<file path="src/rtl/control_unit_mc_if.sv">
// control_unit_mc_if: fetch/datapath-facing bundle of the multi-cycle control unit.
interface control_unit_mc_if #(
  parameter int INSTR_W = 18,
  parameter int LANES   = 4,
  parameter int TAP_W   = 4
);
  logic [INSTR_W-1:0] instr;
  logic               instr_valid;
  logic               instr_ready;
  logic               stall;
  logic               reg_write;
  logic               mem_write;
  logic               mem_to_reg;
  logic [1:0]         imm_src;
  logic [1:0]         alu_src;
  logic [1:0]         reg_src;
  logic [2:0]         alu_control;
  logic [LANES-1:0]   lane_en;
  logic [TAP_W-1:0]   tap_idx;
  logic               acc_clear;
  logic               ctrl_valid;
  logic               illegal;
  modport master (
    output instr, instr_valid, stall,
    input  instr_ready, reg_write, mem_write, mem_to_reg, imm_src, alu_src, reg_src,
           alu_control, lane_en, tap_idx, acc_clear, ctrl_valid, illegal
  );
  modport slave (
    input  instr, instr_valid, stall,
    output instr_ready, reg_write, mem_write, mem_to_reg, imm_src, alu_src, reg_src,
           alu_control, lane_en, tap_idx, acc_clear, ctrl_valid, illegal
  );
endinterface

</file>
<file path="src/rtl/control_unit_mc.sv">
// control_unit_mc: lane-aware multi-cycle decoder sequencing MUL and CONV micro-ops.
module control_unit_mc #(
  parameter int INSTR_W     = 18,
  parameter int LANES       = 4,
  parameter int MUL_LAT     = 3,
  parameter int KERNEL_TAPS = 9,
  parameter int TAP_W       = $clog2(KERNEL_TAPS)
) (
  input logic clk,
  input logic rst_n,
  control_unit_mc_if.slave bus
);
  localparam int MAXC = MUL_LAT > KERNEL_TAPS ? MUL_LAT : KERNEL_TAPS;
  localparam int CW   = $clog2(MAXC + 1);
  typedef enum logic [1:0] {IDLE, ISSUE, MUL_RUN, CONV_RUN} state_t;
  typedef struct packed {
    logic             reg_write;
    logic             mem_write;
    logic             mem_to_reg;
    logic [1:0]       imm_src;
    logic [1:0]       alu_src;
    logic [1:0]       reg_src;
    logic [2:0]       alu_control;
    logic [LANES-1:0] lane_en;
    logic [TAP_W-1:0] tap_idx;
    logic             acc_clear;
    logic             ctrl_valid;
    logic             illegal;
  } ctrl_t;
  state_t           state, state_n;
  logic [CW-1:0]    cnt, cnt_n;
  ctrl_t            q, d;
  logic [3:0]       op;
  logic             imm_f;
  logic [LANES-1:0] mask;
  logic [LANES-1:0] lanes;
  logic             last;
  logic             ready;
  logic             accept;
  logic             unused_bits;
  assign op          = bus.instr[3:0];
  assign imm_f       = bus.instr[4];
  assign mask        = bus.instr[INSTR_W-1 -: LANES];
  assign lanes       = mask == '0 ? '1 : mask;
  assign unused_bits = ^bus.instr[INSTR_W-LANES-1:5];
  // Ready may overlap the final cycle of a running op so ops chain without a bubble.
  assign last   = state == ISSUE
                | (state == MUL_RUN  && cnt == CW'(MUL_LAT - 1))
                | (state == CONV_RUN && cnt == CW'(KERNEL_TAPS - 1));
  assign ready  = rst_n & ~bus.stall & (state == IDLE | last);
  assign accept = bus.instr_valid & ready;
  always_comb begin
    state_n = IDLE;
    cnt_n   = '0;
    d       = '0;
    if (accept) begin
      d.lane_en    = lanes;
      d.ctrl_valid = 1'b1;
      state_n      = ISSUE;
      case (op)
        4'd0: begin
          d.alu_src     = {1'b0, imm_f};
          d.alu_control = 3'b100;
          d.reg_write   = 1'b1;
        end
        4'd1: begin
          d.alu_src   = {1'b0, imm_f};
          d.reg_write = 1'b1;
        end
        4'd2: begin
          d.alu_src     = {1'b0, imm_f};
          d.alu_control = 3'b001;
          d.reg_write   = 1'b1;
        end
        4'd3: begin
          d.alu_src     = {1'b0, imm_f};
          d.alu_control = 3'b010;
          d.reg_write   = MUL_LAT == 1;
          state_n       = MUL_LAT == 1 ? ISSUE : MUL_RUN;
        end
        4'd4: begin
          d.alu_src     = 2'b10;
          d.imm_src     = 2'b10;
          d.alu_control = 3'b011;
          d.acc_clear   = 1'b1;
          state_n       = CONV_RUN;
        end
        4'd5: begin
          d.alu_src    = 2'b01;
          d.imm_src    = 2'b01;
          d.reg_write  = 1'b1;
          d.mem_to_reg = 1'b1;
        end
        4'd6: begin
          d.alu_src   = 2'b01;
          d.imm_src   = 2'b01;
          d.mem_write = 1'b1;
          d.reg_src   = 2'b10;
        end
        4'd7: ;
        default: begin
          d         = '0;
          d.illegal = 1'b1;
          state_n   = IDLE;
        end
      endcase
    end else if (state == MUL_RUN && !last) begin
      d           = q;
      cnt_n       = cnt + CW'(1);
      state_n     = MUL_RUN;
      d.reg_write = cnt_n == CW'(MUL_LAT - 1);
    end else if (state == CONV_RUN && !last) begin
      d           = q;
      cnt_n       = cnt + CW'(1);
      state_n     = CONV_RUN;
      d.tap_idx   = TAP_W'(cnt_n);
      d.acc_clear = 1'b0;
      d.reg_write = cnt_n == CW'(KERNEL_TAPS - 1);
    end
  end
  always_ff @(posedge clk or negedge rst_n) begin
    if (!rst_n) begin
      state <= IDLE;
      cnt   <= '0;
      q     <= '0;
    end else if (!bus.stall) begin
      state <= state_n;
      cnt   <= cnt_n;
      q     <= d;
    end
  end
  assign bus.instr_ready = ready;
  assign bus.reg_write   = q.reg_write;
  assign bus.mem_write   = q.mem_write;
  assign bus.mem_to_reg  = q.mem_to_reg;
  assign bus.imm_src     = q.imm_src;
  assign bus.alu_src     = q.alu_src;
  assign bus.reg_src     = q.reg_src;
  assign bus.alu_control = q.alu_control;
  assign bus.lane_en     = q.lane_en;
  assign bus.tap_idx     = q.tap_idx;
  assign bus.acc_clear   = q.acc_clear;
  assign bus.ctrl_valid  = q.ctrl_valid;
  assign bus.illegal     = q.illegal;
endmodule

</file>
<file path="src/flat_wrapper.sv">
// flat-port wrapper written by rule: the top's interface ports become plain ports
module control_unit_mc_flat 
#(
  parameter int INSTR_W     = 18,
  parameter int LANES       = 4,
  parameter int MUL_LAT     = 3,
  parameter int KERNEL_TAPS = 9,
  parameter int TAP_W       = $clog2(KERNEL_TAPS)
)
  (clk, rst_n, bus_instr, bus_instr_valid, bus_stall, bus_instr_ready, bus_reg_write, bus_mem_write, bus_mem_to_reg, bus_imm_src, bus_alu_src, bus_reg_src, bus_alu_control, bus_lane_en, bus_tap_idx, bus_acc_clear, bus_ctrl_valid, bus_illegal);
  control_unit_mc_if #(.INSTR_W(INSTR_W), .LANES(LANES), .TAP_W(TAP_W)) bus_i ();
  input logic clk;
  input logic rst_n;
  input wire logic [$bits(bus_i.instr)-1:0] bus_instr;
  input wire logic [$bits(bus_i.instr_valid)-1:0] bus_instr_valid;
  input wire logic [$bits(bus_i.stall)-1:0] bus_stall;
  output wire logic [$bits(bus_i.instr_ready)-1:0] bus_instr_ready;
  output wire logic [$bits(bus_i.reg_write)-1:0] bus_reg_write;
  output wire logic [$bits(bus_i.mem_write)-1:0] bus_mem_write;
  output wire logic [$bits(bus_i.mem_to_reg)-1:0] bus_mem_to_reg;
  output wire logic [$bits(bus_i.imm_src)-1:0] bus_imm_src;
  output wire logic [$bits(bus_i.alu_src)-1:0] bus_alu_src;
  output wire logic [$bits(bus_i.reg_src)-1:0] bus_reg_src;
  output wire logic [$bits(bus_i.alu_control)-1:0] bus_alu_control;
  output wire logic [$bits(bus_i.lane_en)-1:0] bus_lane_en;
  output wire logic [$bits(bus_i.tap_idx)-1:0] bus_tap_idx;
  output wire logic [$bits(bus_i.acc_clear)-1:0] bus_acc_clear;
  output wire logic [$bits(bus_i.ctrl_valid)-1:0] bus_ctrl_valid;
  output wire logic [$bits(bus_i.illegal)-1:0] bus_illegal;
  assign bus_i.instr = bus_instr;
  assign bus_i.instr_valid = bus_instr_valid;
  assign bus_i.stall = bus_stall;
  assign bus_instr_ready = bus_i.instr_ready;
  assign bus_reg_write = bus_i.reg_write;
  assign bus_mem_write = bus_i.mem_write;
  assign bus_mem_to_reg = bus_i.mem_to_reg;
  assign bus_imm_src = bus_i.imm_src;
  assign bus_alu_src = bus_i.alu_src;
  assign bus_reg_src = bus_i.reg_src;
  assign bus_alu_control = bus_i.alu_control;
  assign bus_lane_en = bus_i.lane_en;
  assign bus_tap_idx = bus_i.tap_idx;
  assign bus_acc_clear = bus_i.acc_clear;
  assign bus_ctrl_valid = bus_i.ctrl_valid;
  assign bus_illegal = bus_i.illegal;
  control_unit_mc #(.INSTR_W(INSTR_W), .LANES(LANES), .MUL_LAT(MUL_LAT), .KERNEL_TAPS(KERNEL_TAPS), .TAP_W(TAP_W)) u_core (.clk(clk), .rst_n(rst_n), .bus(bus_i));
endmodule
</file>
<file path="config.mk">
export PLATFORM = sky130hd
export DESIGN_NAME = control_unit_mc_flat
export DESIGN_NICKNAME = d
export VERILOG_FILES = /design/src/rtl/control_unit_mc_if.sv /design/src/rtl/control_unit_mc.sv /design/src/flat_wrapper.sv
export SDC_FILE = /design/constraint.sdc
export NUM_CORES = 1
export LEC_CHECK = 0
export ABC_AREA = 1
export BUFFER_PORTS_ARGS = -buffer_cell sky130_fd_sc_hd__buf_4
export CORE_MARGIN = 4
export CORE_UTILIZATION = 56
export CTS_BUF_LIST = sky130_fd_sc_hd__clkbuf_4 sky130_fd_sc_hd__clkbuf_8
export DETAILED_ROUTE_END_ITERATION = 16
export GPL_ROUTABILITY_DRIVEN = 0
export PLACE_DENSITY_LB_ADDON = 0.25
export SLEW_MARGIN = 0
export SYNTH_ARGS = -nofsm -noshare
export SYNTH_HDL_FRONTEND = slang
export SYNTH_SLANG_ARGS = --single-unit
</file>
<file path="constraint.sdc">
create_clock -name clk -period 4.5 [get_ports clk]
set_input_delay 1.35 -clock clk [delete_from_list [all_inputs] [get_ports clk]]
set_output_delay 1.35 -clock clk [all_outputs]
set_load 0.02 [all_outputs]
</file>
==> flow_summary.ini, run 1 <==
[status]
run_status = completed

[floorplan]
coreArea_um2 = 2540
start_util_pct = 60.0
die_w_um = 60.2
num_rows = 18
die_y_um = 60.2
die_area_um2 = 3630
ioPinCount = 46

[min_path]
hold_class = reg -> reg
min_path_cells = 2
min_from = u_core.bus.reg_write$_DFFE_PN0N_
hold_path_end = u_core.bus.reg_write$_DFFE_PN0N_

[global_routing]
antenna_found_initial = 0
grt_pass1_wl_um = 5260
grt_max_degree = 29
overflow = 0
first_global_vias = 1233
grt_usage_pct = 19.0

[sta]
worst_slack_ns = 1.01
timing.final.crit_share_pct = 77.6
fin_crit_ns = 3.49
tns_ns = 0
max_freq_ghz = 0.286
clock_skew_ns = 0.00236
report.final.slew_viol_count = 0
final_hold_viol_count = 0
finalSetupViolCount = 0
grt_setup_unrepaired = no

[synthesis]
syn_area_per_cell_um2 = 8.68
netlist_area_um2 = 1530
yosys_warnings = 0
yosysSeqAreaShare_pct = 44.2
yosysUniqueCellTypes = 30
synth_seq_cells = 27
syn-num-nets = 203
netlist_instances = 176

[critical_path]
cp.arrival_ns = 2.14
r2r_slack_ns = 2.71
crit_type = in -> out
crit_path_end_kind = output port
crit_slowest_cell = buf_4
cp_top_family = buffers and inverters
slowest_delay_ns = 0.31
crit_buf_inv = 3
timing.rr.end = u_core.bus.acc_clear$_DFFE_PN0P_
crit_fanout = 28
crit_required_ns = 3.15
r2r_cells = 7
cp_cell_sequence = buf_4 -> inv_1 -> nor3_1 -> buf_4
r2r_start = u_core.cnt[0]$_DFFE_PN0N_
startpoint_type = input port
path_common_cell = buf_4

[cts]
postCtsSetupRepairBufs = 0
postCtsHoldBufs = 0
cts_tree = done
clock_sinks = 27
clkLatencyLatePin_ns = 0.31
path_clk_slew_ns = 0.14
cts_max_path_buffers = 2
clockRootBuffer = clkbuf_4
htreeDepth = 1
post_cts_resize_count = 0
cts_buffers = 3

[placement]
dp_hpwl_um = 2450
placedCellCount = 235
place_ws_ns = 1.00
portBuffers = 35

[power_and_ir_drop]
p_per_area_nw_per_um2 = 354
power_frac_comb_pct = 35.4
intPower_uw = 394
power.leakage_nw = 0.978
p_switching_uw = 244
pwr-share-seq_pct = 47.5
pwr-share-clk_pct = 17.1
vdd_drop_max_mv = 0.250
p_sw_share_pct = 38.2

[routing]
drt-initial-drc-count = 41
wl_per_cell_um = 13.3
dr_wl_met2_um = 1560
top_layer = met4
wl_um = 3180
drc = 0
antenna_left = 0
first_pass_iters = 4
wl_met1_um = 1400
num_vias = 1280
viasPerCell = 5.36
wl_met3_um = 201

[cells_and_area]
area.growth.synth_to_final_pct = 17.9
finalNonFillerCells = 239
fin_nets = 237
layout-drive-gt1-share_pct = 31.6
fin_util_pct = 70.7
n_antenna_cell = 0

[flow_run]
cap_violations = 0
-- final cells by class --
| cell class | count | area [um2] |
|---|---|---|
| clock buffer | 4 | 30.0 |
| fill | 192 | 744 |
| inverter | 21 | 83.8 |
| multi-input combinational | 122 | 711 |
| sequential | 27 | 676 |
| tap | 30 | 37.5 |
| timing repair buffer | 35 | 263 |
-- through the flow --
step	total power, mW	area (um2)	hold slack, ns
final	0.638	1800	0.508
after global routing	0.676	1800	0.526
after CTS	0.642	1800	0.509
after detailed placement	0.534	1770	0.473
after global placement	0.523	1770	0.472
after floorplan	0.464	1530	0.573
-- cells in the mapped netlist --
| master | n | area [um2] |
|---|---|---|
| nor2_1 | 10 | 37.5 |
| nor3_1 | 1 | 5.00 |
| nand3_1 | 11 | 55.1 |
| nand2_1 | 39 | 146 |
| nand4_1 | 7 | 43.8 |
| conb_1 | 1 | 3.75 |
| a21oi_1 | 5 | 25.0 |
| nand2_4 | 3 | 33.8 |
| o21ai_2 | 7 | 61.3 |
| buf_4 | 3 | 22.5 |
| o21ai_0 | 11 | 55.1 |
| buf_12 | 1 | 20.0 |
| dfrtp_1 | 27 | 676 |
| nand4_4 | 1 | 21.3 |
| a22oi_1 | 1 | 7.51 |
| o21ai_1 | 3 | 15.0 |
| nand2_2 | 10 | 62.6 |
| nand3_4 | 1 | 17.5 |
| inv_6 | 1 | 8.76 |
| clkbuf_1 | 1 | 3.75 |
| ha_1 | 5 | 62.6 |
| nor2_8 | 1 | 20.0 |
| or2_1 | 1 | 6.26 |
| a31oi_1 | 1 | 6.26 |
| xnor2_1 | 1 | 8.76 |
| buf_6 | 1 | 11.3 |
| nor2_2 | 1 | 6.26 |
| inv_2 | 1 | 3.75 |
| nand3_2 | 1 | 10.0 |
| inv_1 | 19 | 71.3 |
-- power by group through the flow --
stage          Combinational (mW)  Clock [mW]  Sequential (mW)
4_1_cts                     0.227       0.112            0.303
3_5_place_dp                0.226           0            0.307
3_3_place_gp                0.218           0            0.305
5_1_grt                     0.247       0.122            0.307
2_1_floorplan               0.138           0            0.327
6_report                    0.226       0.109            0.303
-- routing by layer --
| layer | vias to the layer above | global-route usage (%) |
|---|---|---|
| met3 | 2 | 2.81 |
| met2 | 34 | 31.5 |
| li1 | 633 | - |
| met1 | 611 | 26.7 |
| met5 | - | 0 |
| met4 | 0 | 2.85 |
-- cell usage in the layout (no fill, tap or decap), types with 7 or more instances in the layout --
master and instances:
o21ai_0 11, nand2_1 39, o21ai_2 7, nand2_2 10
nand3_1 11, dfrtp_1 27, inv_1 19, nor2_1 10
nand4_1 7, buf_4 35
-- worst min-delay path, delay by kind of cell (launching register included) --
family | cells | cell delay, ns
flops | 1 | 0.38
simple gates | 2 | 0.11
-- how the worst max path moves through the flow --
stage	from	to	depth (start not counted)
3_3_place_gp	rst_n	bus_instr_ready	4
5_1_grt	rst_n	bus_instr_ready	4
3_5_place_dp	rst_n	bus_instr_ready	4
2_1_floorplan	bus_stall	bus_instr_ready	2
4_1_cts	rst_n	bus_instr_ready	4
6_report	rst_n	bus_instr_ready	4
-- cells by family (layout without fill, tap and decap cells) --
| group | after synthesis | in the layout | synth area share (%) |
|---|---|---|---|
| fa+ha+maj | 5 | 5 | 4.10 |
| simple gates | 87 | 87 | 30.5 |
| compound gates | 28 | 28 | 11.1 |
| buf+inv | 27 | 60 | 9.25 |
| flops | 27 | 27 | 44.2 |
| xor+xnor | 1 | 1 | 0.573 |
| other cells | 1 | 1 | 0.245 |
(Power assumes the default switching activity.)
==> inputs of run 2 (changes only) <==
--- a/config.mk
+++ b/config.mk
@@ -5,10 +5,10 @@
 export SDC_FILE = /design/constraint.sdc
 export NUM_CORES = 1
 export LEC_CHECK = 0
-export ABC_AREA = 1
+export ABC_AREA = 0
 export BUFFER_PORTS_ARGS = -buffer_cell sky130_fd_sc_hd__buf_4
 export CORE_MARGIN = 4
-export CORE_UTILIZATION = 56
+export CORE_UTILIZATION = 52
 export CTS_BUF_LIST = sky130_fd_sc_hd__clkbuf_4 sky130_fd_sc_hd__clkbuf_8
 export DETAILED_ROUTE_END_ITERATION = 16
 export GPL_ROUTABILITY_DRIVEN = 0
==> constraint.sdc (replaced) <==
create_clock -name clk -period 3.4 [get_ports clk]
set_input_delay 1.02 -clock clk [delete_from_list [all_inputs] [get_ports clk]]
set_output_delay 1.02 -clock clk [all_outputs]
set_load 0.02 [all_outputs]
==> run 2 against run 1 <==
Net effect: critical path depth up 2; non-clock buffer count up 1; core utilization down 3.7 points; clock power rose by 35%; area after synthesis down 7.5%; synthesized cell count is 22% lower; sequential power grew 55%; register-to-register slack worse by 1.6 ns.
==> flow_summary.ini, run 2 <==
[status]
run_status = completed

[synthesis]
synthMuxAreaShare_pct = 0.797
synthTopCellsByArea = dfrtp_1 48%, ha_1 4.4%, nand2_1 3.7%, o2bb2ai_1 3.7%, o21ai_0 2.8%
yosysSeqAreaShare_pct = 47.8
synth_compound_area_share_pct = 21.7
ys_top_cells_by_count = 27 x dfrtp_1, 14 x nand2_1, 8 x inv_1, 8 x nor2_1, 8 x o21ai_0
synthAdderAreaFrac_pct = 4.43
netlist_instances = 137
synth-edff-count = 0
netlist_area_um2 = 1410
synth_xor_area_share_pct = 2.48
synthArstFlopShare_pct = 100
synth_most_common_cell = dfrtp_1
syn-num-nets = 164
synth.largest_area_cell = dfrtp_1
yosysUniqueCellTypes = 42
syn_area_per_cell_um2 = 10.3
synth_seq_cells = 27
synth_top_cell_area_share_pct = 47.8
synth_ff_type = dfrtp_1
synthSimpleGateAreaFrac_pct = 16.8
synth_top_family_by_area = compound AO/OA/AOI/OAI gates
yosys_warnings = 0

[sta]
timing.final.crit_share_pct = 96.4
worstMarginPinSlew_ns = 0.559
max_freq_ghz = 0.305
fin_crit_ns = 3.28
clock_skew_ns = 0.00832
relSlewSlack_pct = 62.4
grt_setup_unrepaired = no
tns_ns = 0
report.final.slew_viol_count = 0
final_hold_viol_count = 0
finalSetupViolCount = 0

[critical_path]
cp.arrival_ns = 2.26
crit_fanout = 7
cp_cell_sequence = inv_1 -> ha_1 -> or4b_2 -> nand3_2 -> and3_1 -> buf_4
crit_type = reg -> out
startpoint_type = flop
crit_required_ns = 2.38
crit_path_end_kind = output port
crit_slowest_cell = or4b_2
slowest_delay_ns = 0.60

[cts]
cts_buffers = 3
cts_max_path_buffers = 2
path_clk_slew_ns = 0.15
clockRootBuffer = clkbuf_4
cts_tree = done
clock_sinks = 27
htreeDepth = 1
clkLatencyLatePin_ns = 0.34

[placement]
dp_hpwl_um = 2280
portBuffers = 35

[min_path]
hold_class = in -> async

[routing]
wl_met3_um = 216
wl_met1_um = 1330
dr_wl_met2_um = 1430
drt-initial-drc-count = 20
top_layer = met4
first_pass_iters = 4
drc = 0
viasPerCell = 5.67
wl_um = 3020
antenna_left = 0
wl_per_cell_um = 15.2
num_vias = 1122

[cells_and_area]
fin_util_pct = 67.1
final_cell_mix = 36 x buf_4, 26 x dfrtp_1, 14 x nand2_1
n_antenna_cell = 0
area.growth.synth_to_final_pct = 20.8
fin_nets = 196
layout-drive-gt1-share_pct = 31.5
final_common_cell = buf_4

[flow_run]
cap_violations = 0

[floorplan]
num_rows = 18
die_y_um = 60.1
die_w_um = 60.1
start_util_pct = 55.5
coreArea_um2 = 2540
die_area_um2 = 3610
ioPinCount = 46

[power_and_ir_drop]
p_per_area_nw_per_um2 = 623
vdd_drop_max_mv = 0.500
power.leakage_nw = 0.847

[global_routing]
first_global_vias = 1091
antenna_found_initial = 0
overflow = 0
grt_max_degree = 19
grt_usage_pct = 18.0
grt_pass1_wl_um = 4950
[run 2: metrics by stage]
stage               hold WS (ns)  std cells  setup WS, ns  total power [mW]  cell area, um2
CTS                        0.479        198        0.0197              1.07            1700
global placement           0.459        194         0.479             0.900            1670
finish                     0.482        198         0.123              1.06            1710
floorplan                  0.536        137         0.625             0.769            1410
global route               0.467        198       0.00421              1.14            1710
detailed placement         0.469        194         0.417             0.921            1670
[run 2: repair_timing]
action,4_1_cts,5_1_grt
hold buffers,0,0
resized for setup,0,2
setup endpoints to repair,0,1
setup buffers,0,0
[run 2: power by group]
| group | total, mW | switching (mW) | leakage [nW] | internal (mW) |
|---|---|---|---|---|
| logic | 0.446 | 0.257 | 0.471 | 0.189 |
| registers | 0.470 | 0.0761 | 0.363 | 0.394 |
| clock network | 0.147 | 0.102 | 0.0139 | 0.0451 |
| total | 1.06 | 0.435 | 0.847 | 0.628 |
[run 2: worst paths after layout]
| kind | start | to | slack, ns | cells after the start |
|---|---|---|---|---|
| hold / removal | rst_n | u_core.bus.tap_idx[3]$_DFFE_PN0P_ | 0.48 | 1 |
| setup reg to reg | u_core.cnt[0]$_DFFE_PN0N_ | u_core.bus.mem_to_reg$_DFFE_PN0P_ | 1.10 | 6 |
| hold reg to reg | u_core.bus.acc_clear$_DFFE_PN0P_ | u_core.bus.acc_clear$_DFFE_PN0P_ | 0.50 | 2 |
| setup / recovery | u_core.cnt[0]$_DFFE_PN0N_ | bus_instr_ready | 0.12 | 6 |
| max in group asynchronous | rst_n | u_core.bus.reg_write$_DFFE_PN0N_ | 2.46 | 2 |
| min in group clk | u_core.bus.acc_clear$_DFFE_PN0P_ | u_core.bus.acc_clear$_DFFE_PN0P_ | 0.50 | 2 |
[run 2: worst max-delay path, delay by kind of cell (launching register included)]
family | cells | cell delay, ns
buffers and inverters | 2 | 0.28
adder cells (fa/ha/maj) | 1 | 0.20
flip-flops | 1 | 0.47
AND/OR/NAND/NOR | 3 | 0.97
[run 2: routing by layer]
metal	vias up	GRT usage, %
met3	5	3.46
met2	42	29.2
met4	0	5.70
met5	-	0
li1	552	-
met1	523	24.2
[run 2: logic make-up (layout without fill, tap and decap cells)]
kind of cell / after synthesis / after routing
simple gates: 45 / 45
compound gates: 37 / 37
flops: 27 / 27
buf+inv: 17 / 48
fa+ha+maj: 5 / 5
xor+xnor: 4 / 4
other cells: 1 / 1
mux: 1 / 1
[run 2: area by class of cell]
cell class	count	area (um2)
fill	201	838
sequential	27	677
multi-input combinational	93	662
timing repair buffer	36	270
tap	30	37.5
inverter	8	30.0
clock buffer	3	22.5
clock inverter	1	7.51
==> inputs of run 3 (changes only) <==
--- a/config.mk
+++ b/config.mk
@@ -8,7 +8,7 @@
 export ABC_AREA = 0
 export BUFFER_PORTS_ARGS = -buffer_cell sky130_fd_sc_hd__buf_4
 export CORE_MARGIN = 4
-export CORE_UTILIZATION = 52
+export CORE_UTILIZATION = 45
 export CTS_BUF_LIST = sky130_fd_sc_hd__clkbuf_4 sky130_fd_sc_hd__clkbuf_8
 export DETAILED_ROUTE_END_ITERATION = 16
 export GPL_ROUTABILITY_DRIVEN = 0
==> run 3 against run 2 <==
Net effect: register-to-register slack got worse by 0.05 ns; combinational power rose by 3%; clock power shrank 6%; die area is 13% higher; clock-buffer cell count unchanged; largest power group unchanged.
==> flow_summary.ini, run 3 (synthesis results as in run 2) <==
[status]
run_status = completed

[placement]
place_ws_ns = 0.376
dp_hpwl_um = 2360
portBuffers = 35

[floorplan]
coreArea_um2 = 3030
die_area_um2 = 4100
num_rows = 20
ioPinCount = 46
die_w_um = 64.0
die_y_um = 64.0
start_util_pct = 46.7

[critical_path]
cp.arrival_ns = 2.29
crit_path_end_kind = output port
crit_type = reg -> out
startpoint_type = flop
crit_fanout = 7
crit_required_ns = 2.38

[sta]
report.final.slew_viol_count = 0
worstMarginPinSlew_ns = 0.582
relSlewSlack_pct = 60.8
max_freq_ghz = 0.302
finalSetupViolCount = 0
grt_setup_unrepaired = no
timing.final.crit_share_pct = 97.2
fin_crit_ns = 3.31
worst_slack_ns = 0.0941
clock_skew_ns = 0.00553
final_hold_viol_count = 0
tns_ns = 0

[cts]
cts_max_path_buffers = 2
postCtsSetupRepairBufs = 0
post_cts_resize_count = 1
clock_sinks = 27
clkLatencyLatePin_ns = 0.32
cts_tree = done
path_clk_slew_ns = 0.15
htreeDepth = 1
cts_buffers = 3
postCtsHoldBufs = 0
clockRootBuffer = clkbuf_4

[power_and_ir_drop]
p_switching_uw = 443
pwr-share-clk_pct = 12.8
intPower_uw = 630
p_per_area_nw_per_um2 = 620
power.leakage_nw = 0.852
vdd_drop_max_mv = 0.225
power_frac_comb_pct = 42.7
p_sw_share_pct = 41.3
pwr-share-seq_pct = 44.4

[cells_and_area]
n_antenna_cell = 0
fin_nets = 196
final_cell_mix = 36 x buf_4, 26 x dfrtp_1, 14 x nand2_1
area.growth.synth_to_final_pct = 22.4
layout-drive-gt1-share_pct = 31.5
final_common_cell = buf_4
fillers = 267

[routing]
drc = 0
num_vias = 1136
wl_per_cell_um = 14.9
first_pass_iters = 4
drt-initial-drc-count = 65
wl_um = 3160
viasPerCell = 5.36
antenna_left = 0

[flow_run]
cap_violations = 0

[global_routing]
antenna_found_initial = 0
grt_max_degree = 28
grt_pass1_wl_um = 5380
first_global_vias = 1149
grt_usage_pct = 16.3
overflow = 0

[min_path]
hold_class = reg -> reg
-- run 3: cell type report --
class	count	area, um2	share of cell area, %
clock buffers	3	22.5	1.30
clock inverters	1	5.00	0.289
inverters	8	30.0	1.74
multi-input cells	93	669	38.7
flip-flops and latches	27	677	39.1
well taps	44	55.1	3.18
repair buffers	36	270	15.6
-- run 3: through the flow --
step | area (um2) | total power, mW | instances | hold slack, ns | utilization (%)
5_1_grt | 1730 | 1.14 | 212 | 0.524 | 57.1
2_1_floorplan | 1410 | 0.769 | 137 | 0.536 | -
3_3_place_gp | 1690 | 0.904 | 208 | 0.455 | 55.7
4_1_cts | 1720 | 1.07 | 212 | 0.504 | 56.8
6_report | 1730 | 1.07 | 212 | 0.499 | 57.1
3_5_place_dp | 1690 | 0.927 | 208 | 0.471 | 55.7
-- run 3: worst max-delay path: stages (launching register included) --
cell and delay, ns:
dfrtp_2 0.47, inv_1 0.14, ha_1 0.21, or4b_2 0.65
nand3_4 0.16, and3_1 0.19, buf_4 0.14
-- run 3: worst paths after layout --
check                                                   from                           endpoint  slack (ns)  cells after the start
setup / recovery                   u_core.cnt[0]$_DFFE_PN0N_                    bus_instr_ready        0.09                      6
hold / removal             u_core.bus.ctrl_valid$_DFFE_PN0P_  u_core.bus.ctrl_valid$_DFFE_PN0P_        0.50                      1
setup reg to reg                   u_core.cnt[0]$_DFFE_PN0N_  u_core.bus.mem_to_reg$_DFFE_PN0P_        1.05                      6
hold reg to reg            u_core.bus.ctrl_valid$_DFFE_PN0P_  u_core.bus.ctrl_valid$_DFFE_PN0P_        0.50                      1
max in group asynchronous                              rst_n          u_core.cnt[0]$_DFFE_PN0N_        2.43                      2
min in group asynchronous                              rst_n  u_core.bus.tap_idx[0]$_DFFE_PN0P_        0.69                      2
-- run 3: layer usage --
metal	GRT usage (%)	part of all wire [%]	vias up
met4	3.23	0.86	0
met1	22.2	45	556
li1	-	-	546
met2	27.5	49	30
met5	0	0	-
met3	2.64	4.9	4
-- run 3: power groups by stage --
stage / Combinational, mW / Sequential [mW] / Clock (mW)
floorplan: 0.265 / 0.503 / 0
global placement: 0.434 / 0.470 / 0
detailed placement: 0.451 / 0.476 / 0
CTS: 0.455 / 0.471 / 0.143
global route: 0.500 / 0.487 / 0.153
finish: 0.458 / 0.476 / 0.138
